===== src/rtl/hazard_controller_if.sv =====
// Hazard-unit bundle: source/destination registers and hazard qualifiers in,
// forwarding selects, stall/flush controls and multi-cycle handshake out.
interface hazard_controller_if #(
  parameter int CNT_W = 16
);
  logic [4:0]       RsD, RtD, RsE, RtE;
  logic [4:0]       WriteRegE, WriteRegM, WriteRegW;
  logic             RegWriteE, RegWriteM, RegWriteW;
  logic             MemtoRegE, MemtoRegM;
  logic             BranchD, MultiE, MultiDone;
  logic             ForwardAD, ForwardBD;
  logic [1:0]       ForwardAE, ForwardBE;
  logic             StallF, StallD, StallE, FlushE, FlushM;
  logic             MultiStart, MultiErr;
  logic [CNT_W-1:0] StallCount;

  modport master (
    output RsD, RtD, RsE, RtE, WriteRegE, WriteRegM, WriteRegW,
           RegWriteE, RegWriteM, RegWriteW, MemtoRegE, MemtoRegM,
           BranchD, MultiE, MultiDone,
    input  ForwardAD, ForwardBD, ForwardAE, ForwardBE,
           StallF, StallD, StallE, FlushE, FlushM,
           MultiStart, MultiErr, StallCount
  );

  modport slave (
    input  RsD, RtD, RsE, RtE, WriteRegE, WriteRegM, WriteRegW,
           RegWriteE, RegWriteM, RegWriteW, MemtoRegE, MemtoRegM,
           BranchD, MultiE, MultiDone,
    output ForwardAD, ForwardBD, ForwardAE, ForwardBE,
           StallF, StallD, StallE, FlushE, FlushM,
           MultiStart, MultiErr, StallCount
  );
endinterface


===== src/rtl/hazard_controller.sv =====
// Decode-stage hazard controller: forwarding, load-use/branch stalls, and the
// start/done sequencer with watchdog for the multi-cycle execute unit.
module hazard_controller #(
  parameter int MULTI_TIMEOUT = 64,
  parameter int CNT_W         = 16
) (
  input  logic                clk,
  input  logic                rst_n,
  hazard_controller_if.slave  hz
);
  localparam int BW = (MULTI_TIMEOUT > 2) ? $clog2(MULTI_TIMEOUT) : 1;
  localparam logic [BW-1:0] LAST = BW'(MULTI_TIMEOUT - 1);

  typedef enum logic {IDLE, BUSY} state_t;

  state_t           state_q, state_d;
  logic [BW-1:0]    busy_cnt;
  logic [CNT_W-1:0] stall_cnt;
  logic             err_q;
  logic             start, timeout, mult_stall;
  logic             lw_stall, branch_stall, any_stall;

  function automatic logic [1:0] alu_fwd(input logic [4:0] src,
                                         input logic       wr_m,
                                         input logic [4:0] dst_m,
                                         input logic       wr_w,
                                         input logic [4:0] dst_w);
    if (src != 5'd0 && wr_m && src == dst_m)      return 2'b10;
    else if (src != 5'd0 && wr_w && src == dst_w) return 2'b01;
    else                                          return 2'b00;
  endfunction

  function automatic logic dep(input logic [4:0] dst,
                               input logic [4:0] a,
                               input logic [4:0] b);
    return (dst != 5'd0) && (dst == a || dst == b);
  endfunction

  assign hz.ForwardAE = alu_fwd(hz.RsE, hz.RegWriteM, hz.WriteRegM, hz.RegWriteW, hz.WriteRegW);
  assign hz.ForwardBE = alu_fwd(hz.RtE, hz.RegWriteM, hz.WriteRegM, hz.RegWriteW, hz.WriteRegW);
  assign hz.ForwardAD = (hz.RsD != 5'd0) && hz.RegWriteM && (hz.RsD == hz.WriteRegM);
  assign hz.ForwardBD = (hz.RtD != 5'd0) && hz.RegWriteM && (hz.RtD == hz.WriteRegM);

  assign lw_stall     = hz.MemtoRegE && dep(hz.RtE, hz.RsD, hz.RtD);
  assign branch_stall = hz.BranchD &&
                        ((hz.RegWriteE && dep(hz.WriteRegE, hz.RsD, hz.RtD)) ||
                         (hz.MemtoRegM && dep(hz.WriteRegM, hz.RsD, hz.RtD)));

  always_comb begin
    state_d    = state_q;
    start      = 1'b0;
    timeout    = 1'b0;
    mult_stall = 1'b0;
    case (state_q)
      IDLE: begin
        if (hz.MultiE) begin
          start      = 1'b1;
          mult_stall = 1'b1;
          state_d    = BUSY;
        end
      end
      BUSY: begin
        timeout = !hz.MultiDone && (busy_cnt == LAST);
        if (hz.MultiDone || timeout) state_d    = IDLE;
        else                         mult_stall = 1'b1;
      end
      default: state_d = IDLE;
    endcase
  end

  always_ff @(posedge clk or negedge rst_n) begin
    if (!rst_n) begin
      state_q   <= IDLE;
      busy_cnt  <= '0;
      err_q     <= 1'b0;
      stall_cnt <= '0;
    end else begin
      state_q <= state_d;
      // Counter restarts on every entry into BUSY so each op gets a full window.
      if (state_q == BUSY && state_d == BUSY) busy_cnt <= busy_cnt + 1'b1;
      else                                    busy_cnt <= '0;
      if (timeout) err_q <= 1'b1;
      if (any_stall && stall_cnt != '1) stall_cnt <= stall_cnt + 1'b1;
    end
  end

  assign any_stall     = lw_stall || branch_stall || mult_stall;
  assign hz.StallF     = any_stall;
  assign hz.StallD     = any_stall;
  assign hz.StallE     = mult_stall;
  assign hz.FlushM     = mult_stall;
  // E holds the multi-cycle instruction, so it must not be bubbled meanwhile.
  assign hz.FlushE     = (lw_stall || branch_stall) && !mult_stall;
  assign hz.MultiStart = start && rst_n;
  assign hz.MultiErr   = err_q;
  assign hz.StallCount = stall_cnt;
endmodule


===== src/flat_wrapper.sv =====
// flat-port wrapper written by rule: the top's interface ports become plain ports
module hazard_controller_flat 
#(
  parameter int MULTI_TIMEOUT = 64,
  parameter int CNT_W         = 16
)
  (clk, rst_n, hz_RsD, hz_RtD, hz_RsE, hz_RtE, hz_WriteRegE, hz_WriteRegM, hz_WriteRegW, hz_RegWriteE, hz_RegWriteM, hz_RegWriteW, hz_MemtoRegE, hz_MemtoRegM, hz_BranchD, hz_MultiE, hz_MultiDone, hz_ForwardAD, hz_ForwardBD, hz_ForwardAE, hz_ForwardBE, hz_StallF, hz_StallD, hz_StallE, hz_FlushE, hz_FlushM, hz_MultiStart, hz_MultiErr, hz_StallCount);
  hazard_controller_if #(.CNT_W(CNT_W)) hz_i ();
  input  logic clk;
  input  logic rst_n;
  input wire logic [$bits(hz_i.RsD)-1:0] hz_RsD;
  input wire logic [$bits(hz_i.RtD)-1:0] hz_RtD;
  input wire logic [$bits(hz_i.RsE)-1:0] hz_RsE;
  input wire logic [$bits(hz_i.RtE)-1:0] hz_RtE;
  input wire logic [$bits(hz_i.WriteRegE)-1:0] hz_WriteRegE;
  input wire logic [$bits(hz_i.WriteRegM)-1:0] hz_WriteRegM;
  input wire logic [$bits(hz_i.WriteRegW)-1:0] hz_WriteRegW;
  input wire logic [$bits(hz_i.RegWriteE)-1:0] hz_RegWriteE;
  input wire logic [$bits(hz_i.RegWriteM)-1:0] hz_RegWriteM;
  input wire logic [$bits(hz_i.RegWriteW)-1:0] hz_RegWriteW;
  input wire logic [$bits(hz_i.MemtoRegE)-1:0] hz_MemtoRegE;
  input wire logic [$bits(hz_i.MemtoRegM)-1:0] hz_MemtoRegM;
  input wire logic [$bits(hz_i.BranchD)-1:0] hz_BranchD;
  input wire logic [$bits(hz_i.MultiE)-1:0] hz_MultiE;
  input wire logic [$bits(hz_i.MultiDone)-1:0] hz_MultiDone;
  output wire logic [$bits(hz_i.ForwardAD)-1:0] hz_ForwardAD;
  output wire logic [$bits(hz_i.ForwardBD)-1:0] hz_ForwardBD;
  output wire logic [$bits(hz_i.ForwardAE)-1:0] hz_ForwardAE;
  output wire logic [$bits(hz_i.ForwardBE)-1:0] hz_ForwardBE;
  output wire logic [$bits(hz_i.StallF)-1:0] hz_StallF;
  output wire logic [$bits(hz_i.StallD)-1:0] hz_StallD;
  output wire logic [$bits(hz_i.StallE)-1:0] hz_StallE;
  output wire logic [$bits(hz_i.FlushE)-1:0] hz_FlushE;
  output wire logic [$bits(hz_i.FlushM)-1:0] hz_FlushM;
  output wire logic [$bits(hz_i.MultiStart)-1:0] hz_MultiStart;
  output wire logic [$bits(hz_i.MultiErr)-1:0] hz_MultiErr;
  output wire logic [$bits(hz_i.StallCount)-1:0] hz_StallCount;
  assign hz_i.RsD = hz_RsD;
  assign hz_i.RtD = hz_RtD;
  assign hz_i.RsE = hz_RsE;
  assign hz_i.RtE = hz_RtE;
  assign hz_i.WriteRegE = hz_WriteRegE;
  assign hz_i.WriteRegM = hz_WriteRegM;
  assign hz_i.WriteRegW = hz_WriteRegW;
  assign hz_i.RegWriteE = hz_RegWriteE;
  assign hz_i.RegWriteM = hz_RegWriteM;
  assign hz_i.RegWriteW = hz_RegWriteW;
  assign hz_i.MemtoRegE = hz_MemtoRegE;
  assign hz_i.MemtoRegM = hz_MemtoRegM;
  assign hz_i.BranchD = hz_BranchD;
  assign hz_i.MultiE = hz_MultiE;
  assign hz_i.MultiDone = hz_MultiDone;
  assign hz_ForwardAD = hz_i.ForwardAD;
  assign hz_ForwardBD = hz_i.ForwardBD;
  assign hz_ForwardAE = hz_i.ForwardAE;
  assign hz_ForwardBE = hz_i.ForwardBE;
  assign hz_StallF = hz_i.StallF;
  assign hz_StallD = hz_i.StallD;
  assign hz_StallE = hz_i.StallE;
  assign hz_FlushE = hz_i.FlushE;
  assign hz_FlushM = hz_i.FlushM;
  assign hz_MultiStart = hz_i.MultiStart;
  assign hz_MultiErr = hz_i.MultiErr;
  assign hz_StallCount = hz_i.StallCount;
  hazard_controller #(.MULTI_TIMEOUT(MULTI_TIMEOUT), .CNT_W(CNT_W)) u_core (.clk(clk), .rst_n(rst_n), .hz(hz_i));
endmodule

===== config.mk =====
export PLATFORM = sky130hd
export DESIGN_NAME = hazard_controller_flat
export DESIGN_NICKNAME = d
export VERILOG_FILES = /design/src/rtl/hazard_controller_if.sv /design/src/rtl/hazard_controller.sv /design/src/flat_wrapper.sv
export SDC_FILE = /design/constraint.sdc
export NUM_CORES = 1
export LEC_CHECK = 0
export ABC_CLOCK_PERIOD_IN_PS = 4050
export CELL_PAD_IN_SITES_DETAIL_PLACEMENT = 1
export CELL_PAD_IN_SITES_GLOBAL_PLACEMENT = 1
export CORE_MARGIN = 5
export CORE_UTILIZATION = 34
export DETAILED_ROUTE_END_ITERATION = 8
export PLACE_DENSITY_LB_ADDON = 0.12
export SLEW_MARGIN = 20
export SYNTH_ARGS = -nofsm -noshare
export SYNTH_HDL_FRONTEND = slang
export SYNTH_SLANG_ARGS = --single-unit

===== constraint.sdc =====
create_clock -name clk -period 4.05 [get_ports clk]
set_input_delay 0.81 -clock clk [delete_from_list [all_inputs] [get_ports clk]]
set_output_delay 0.81 -clock clk [all_outputs]
set_load 0.02 [all_outputs]

Word level (Yosys, flattened, before mapping) --
Index checks and enable logic that the tools add are counted.
Operators by class: multiplexer cells 10, add/subtract/negate cells 2, div/mod/pow operators 0, bitwise gates (word level) 1, shift operators 0, multiply operators 0, equal/unequal tests 14, reduce and logical (&&, ||, !) cells 39, order comparisons 0
Operator list (count):
- == test 5 bit | 12
- nonzero test 5 bit | 6
- logical AND 1 bit | 24
- adder 16 x 1 -> 16 bit, second input constant | 1
- inequality test 16 bit, second input constant | 1
- logical OR 1 bit | 7
- adder 6 x 1 -> 6 bit, second input constant | 1
- == test 6 bit, second input constant | 1
- 2-to-1 mux 1 bit | 6
- 2-to-1 mux 6 bit | 1
- 2-to-1 mux 2 bit | 2
- logical NOT 1 bit | 2
- one-hot mux 1 bit (2 select lines) | 1
- inverter 1 bit | 1
Storage, ports and cells: word-level logic and storage cells 70, output and inout bits 29, memories 0, latch bits 0, flip-flop bits (word level) 24, memory bits (read-only) 0, memory bits (writable) 0

Longest topological paths before layout --
depth after elaboration 9, gate-level depth with buffers 9, gate-level depth less buffers 8

Worst setup path after synthesis --
OpenSTA, ideal clock, no wires.
path type input to output, from input hz_WriteRegM[2], to output hz_StallF, cell stages on the path 8, setup slack 0.718 ns, arrival time 2.522 ns, path buffers 3, cell sequence buf_2 -> or4_1 -> o211ai_1 -> a21oi_1 -> nor4_4 -> buf_4 -> inv_2 -> buf_4
On the way: word-level cells in the longest chain between the ends 8, elaborated cells between the ends (all ways) 10, those cells by class 2 x eq/ne; 8 x reduce/logical
RTL lines:
- start, declared | line flat_wrapper.sv:16 | input wire logic [$bits(hz_i.WriteRegM)-1:0] hz_WriteRegM;
- == test 5 bit | line hazard_controller.sv:36 | return (dst != 5'd0) && (dst == a || dst == b);
- logical OR 1 bit | line hazard_controller.sv:36
- logical AND 1 bit * | line hazard_controller.sv:36
- logical AND 1 bit * | line hazard_controller.sv:47 | (hz.MemtoRegM && dep(hz.WriteRegM, hz.RsD, hz.RtD)));
- logical OR 1 bit * | line hazard_controller.sv:46 | ((hz.RegWriteE && dep(hz.WriteRegE, hz.RsD, hz.RtD)) ||
- logical AND 1 bit * | line hazard_controller.sv:45 | assign branch_stall = hz.BranchD &&
- logical OR 1 bit * (2 in a row) | line hazard_controller.sv:87 | assign any_stall = lw_stall || branch_stall || mult_stall;
- end, declared | line flat_wrapper.sv:30 | output wire logic [$bits(hz_i.StallF)-1:0] hz_StallF;
Mark *: on every way between the ends. The rest lies on a longest branch, timed or not.

Worst setup path in the final report --
Same ends and word-level chain as after synthesis.

==> results.md <==
- The run finished with clean final reports.
- In the finished design, the share of the clock period the worst path needs comes to 95.90%.
- The final core utilization is 53.17%.
- Dividing the detail-routed via count by the number of cells gives 4.899.
- The CTS tree is done.
- The maximum fanout along the worst path is 4.
- No sink is reached through more buffers than the 2 on the longest clock path.
- The number of search-and-repair iterations in the first detailed-routing pass is 2.
- The slew at the pin closest to its max-slew limit is 0.4627 ns.
- The wire length per cell is 15.62 um.
- Averaged over all synthesized cells, the footprint is 8.824 um2.
- The initial antenna violation count was 0.
- The synthesized netlist contains 32 unique library cells.
- The horizontal extent of the die is 83.65 um.
- The total inserted antenna cells is 0.
- The total number of H-tree levels is 1.
- Summed over all nets, the half-perimeter wirelength after detailed placement is 4.622 mm.
- The detailed router placed 1744 vias in this run.
- The effective utilization at floorplan is 35.66%.
- The final-report hold violation count is 0.
- After synthesis the netlist holds a flip-flop and latch count of 24.
- The classification of the worst-slack hold path is flop to flop.
- Traced cell by cell, the critical path runs through clkdlybuf4s50_1, or4_1, o211ai_1, a21oi_1, nor4_4, inv_2, clkdlybuf4s50_1.
- The I/O pin count is 74.
- Setup violations remaining at the end of the flow were counted as 0.
- Entering global routing, the biggest net connects 25 pins.
- The number of sinks driven by the clock tree is 24.
- The synthesis-to-layout area growth is 49.12%.
- The final weighted congestion in routability-driven placement is 0.8758.
- The critical path startpoint is hz_WriteRegM[2].
- For the worst setup path, the data required time is 3.24 ns.
- The via count of the first global-routing pass is 1878.
- The register area share after synthesis is 32.56%.
- The max capacitance violation total is 0.
- The element type at the critical path end is an output port.
- The net count of the finished layout is 334.
- The die is 83.65 um tall.
- The number of CTS-inserted buffers is 3.
- The leakage power of the design is 1.070 nW.
- The violation count after the first detailed-route iteration is 23.
- The yosys synthesis warning count is 0.
- Clock-pin slew was measured on the worst setup and hold paths at 0.08 ns.
- The power density over cell area is 371.3 nW/um2.
- Gates resized during post-CTS repair numbered 0.
- The setup path with the least slack is of type input port to output port.
- Port buffering added 73 buffers.
- The launching point of the worst reg2reg path is u_core.busy_cnt[0].
- Post-CTS timing repair inserted 0 buffers for setup.
- The die footprint is 6997 um2.
- The synthesized netlist occupies a cell area of 1844 um2.
- At the later pin of the worst-skew pair, clock insertion delay measures 0.27 ns.
- The total overflow left after global routing is 0.
- The delay contributed by the slowest stage of the critical path is 0.54 ns.
- The max-slew violation total from the final report is 0.
- The cell family contributing the most delay on the critical path is buffers and inverters.
- Setup repair after global routing left no endpoint under its margin.
- Subtracting the final worst setup slack from the clock period gives 3.884 ns.
- The remaining antenna violation count after routing is 0.
- The global routing usage summed across all routing layers is 16.24%.
- After detailed routing, the total wire length is 5.560 mm.
- The post-route netlist has 6.993% of its cells at a drive strength greater than 1.
- For this run, design rule violations remaining after detail routing come to 0.
- STA classifies the critical path startpoint as an input port.
- The number of buffers and inverters on the critical path is 3.
- Counting every net in the synthesized netlist gives 256.
- The cell count after synthesis came out at 209.
- In this design, the critical path's most frequently occurring cell is sky130_fd_sc_hd__clkdlybuf4s50_1.
- The first global-routing pass estimated 9.397 mm of wire.
- The sum of negative setup slack is 0 ns.
- The data arrival time of the critical path is 3.07 ns.
- The buffer type at the clock tree root is sky130_fd_sc_hd__clkbuf_8.
- The remaining max-slew budget at the tightest pin is 68.82%.
- The standard cell with the maximum stage delay on the critical path is sky130_fd_sc_hd__clkdlybuf4s50_1.
- Across the VDD grid, the largest voltage drop is 0.0003052 V.
- The startpoint identified for the worst hold timing path is u_core.busy_cnt[0].
- The placement row count is 26.
- Static timing analysis puts the maximum clock frequency at 0.2575 GHz.
- For flop-to-flop paths, the worst setup slack is 1.55 ns.
- The setup skew after layout is 0.0007759 ns.
- The core area is 5172 um2.
- The hold buffer count at CTS is 0.
flip-flops by register name (all words and copies together), names as in the netlist:
| signal | flops |
|---|---|
| u_core.hz.StallCount | 16 |
| u_core.hz.MultiErr | 1 |
| u_core.state_q | 1 |
| u_core.busy_cnt | 6 |
layout make-up:
cell class                 count  area (um2)
fill                         613        2422
multi-input combinational    168        1160
timing repair buffer          87       835.8
sequential                    24       600.6
tap                           70       87.58
clock buffer                   4       55.05
inverter                       3       11.26
synth_stat cells:
master	number	area (um2)
sky130_fd_sc_hd__xor2_1	36	315.3
sky130_fd_sc_hd__xnor2_1	31	271.5
sky130_fd_sc_hd__dfrtp_1	24	600.6
sky130_fd_sc_hd__nor2_1	19	71.32
sky130_fd_sc_hd__nand2_1	13	48.80
sky130_fd_sc_hd__nand3_1	12	60.06
sky130_fd_sc_hd__nor3_1	12	60.06
sky130_fd_sc_hd__clkbuf_1	8	30.03
sky130_fd_sc_hd__nand4_1	6	37.54
sky130_fd_sc_hd__nor4_1	6	37.54
sky130_fd_sc_hd__or4_1	6	45.04
sky130_fd_sc_hd__a21oi_1	3	15.01
sky130_fd_sc_hd__and3_1	3	18.77
sky130_fd_sc_hd__buf_4	3	22.52
sky130_fd_sc_hd__mux2_1	3	33.78
sky130_fd_sc_hd__nand2b_1	3	18.77
sky130_fd_sc_hd__o21ai_1	3	15.01
sky130_fd_sc_hd__ha_1	2	25.02
sky130_fd_sc_hd__inv_1	2	7.510
sky130_fd_sc_hd__o211ai_1	2	15.01
sky130_fd_sc_hd__and4_1	1	8.760
sky130_fd_sc_hd__buf_1	1	3.750
sky130_fd_sc_hd__buf_2	1	5.000
sky130_fd_sc_hd__buf_6	1	11.26
sky130_fd_sc_hd__inv_2	1	3.750
sky130_fd_sc_hd__nor2b_1	1	6.260
sky130_fd_sc_hd__nor3b_1	1	7.510
sky130_fd_sc_hd__nor4_4	1	21.27
sky130_fd_sc_hd__nor4b_1	1	8.760
sky130_fd_sc_hd__o21ai_0	1	5.000
sky130_fd_sc_hd__o21bai_1	1	7.510
sky130_fd_sc_hd__or3_1	1	6.260
per-stage QoR:
stage                     hold WS [ns]  area (um2)  std cells  setup slack (ns)  total power (W)
final                           0.4661        2750        356            0.1660         0.001021
after global routing            0.4868        2750        356           0.01674         0.001091
after CTS                       0.4715        2750        356            0.1451         0.001040
after detailed placement        0.4594        2695        352            0.1532        0.0008679
after global placement          0.4522        2695        352            0.1655        0.0008586
after floorplan                 0.4329        1844        209            0.7178        0.0006185
cell usage in the layout (no fill, tap or decap), types with 2 or more instances in the layout:
master,n
sky130_fd_sc_hd__nor3_1,12
sky130_fd_sc_hd__inv_1,2
sky130_fd_sc_hd__or4_1,6
sky130_fd_sc_hd__xor2_1,36
sky130_fd_sc_hd__nor4_1,6
sky130_fd_sc_hd__mux2_1,3
sky130_fd_sc_hd__o211ai_1,2
sky130_fd_sc_hd__dfrtp_1,24
sky130_fd_sc_hd__nor2_1,19
sky130_fd_sc_hd__buf_4,14
sky130_fd_sc_hd__and3_1,3
sky130_fd_sc_hd__nand2_1,13
sky130_fd_sc_hd__clkdlybuf4s50_1,73
sky130_fd_sc_hd__xnor2_1,31
sky130_fd_sc_hd__o21ai_1,3
sky130_fd_sc_hd__ha_1,2
sky130_fd_sc_hd__nand2b_1,3
sky130_fd_sc_hd__a21oi_1,3
sky130_fd_sc_hd__nand4_1,6
sky130_fd_sc_hd__nand3_1,12
sky130_fd_sc_hd__clkbuf_8,4
metal layers:
layer	vias to the layer above	wire (um)	GRT usage, %	share of wire, %
met5	-	0	0	0
met4	0	13	1.754	0.23
met3	2	218	3.949	3.9
met2	32	2698	27.11	49
met1	850	2629	21.95	47
li1	860	-	-	-
worst paths after layout:
kind,end,depth (start not counted)
min in group asynchronous,u_core.state_q,2
worst min-delay path,u_core.busy_cnt[0],1
worst min register to register,u_core.busy_cnt[0],1
worst max register to register,u_core.hz.StallCount[1],9
worst max-delay path,hz_StallF,7
max in group asynchronous,u_core.hz.StallCount[5],2
cell families after synthesis:
family	after synthesis	share of synthesized area [%]
AND/OR/NAND/NOR	86	24.76
XOR/XNOR	67	31.82
flip-flops	24	32.56
buffers and inverters	17	4.545
AO/OA/AOI/OAI	10	3.120
multiplexers	3	1.832
adder cells (fa/ha/maj)	2	1.357
power breakdown:
| part | total, W | switching [W] | leakage, nW | internal, W |
|---|---|---|---|---|
| Combinational | 0.000482 | 0.000236 | 0.742 | 0.000246 |
| Sequential | 0.000374 | 0.0000729 | 0.298 | 0.000302 |
| Clock | 0.000164 | 0.0000775 | 0.0288 | 0.0000868 |
| Total | 0.00102 | 0.000387 | 1.07 | 0.000634 |
Note: power is estimated with default switching activity, not from simulation.
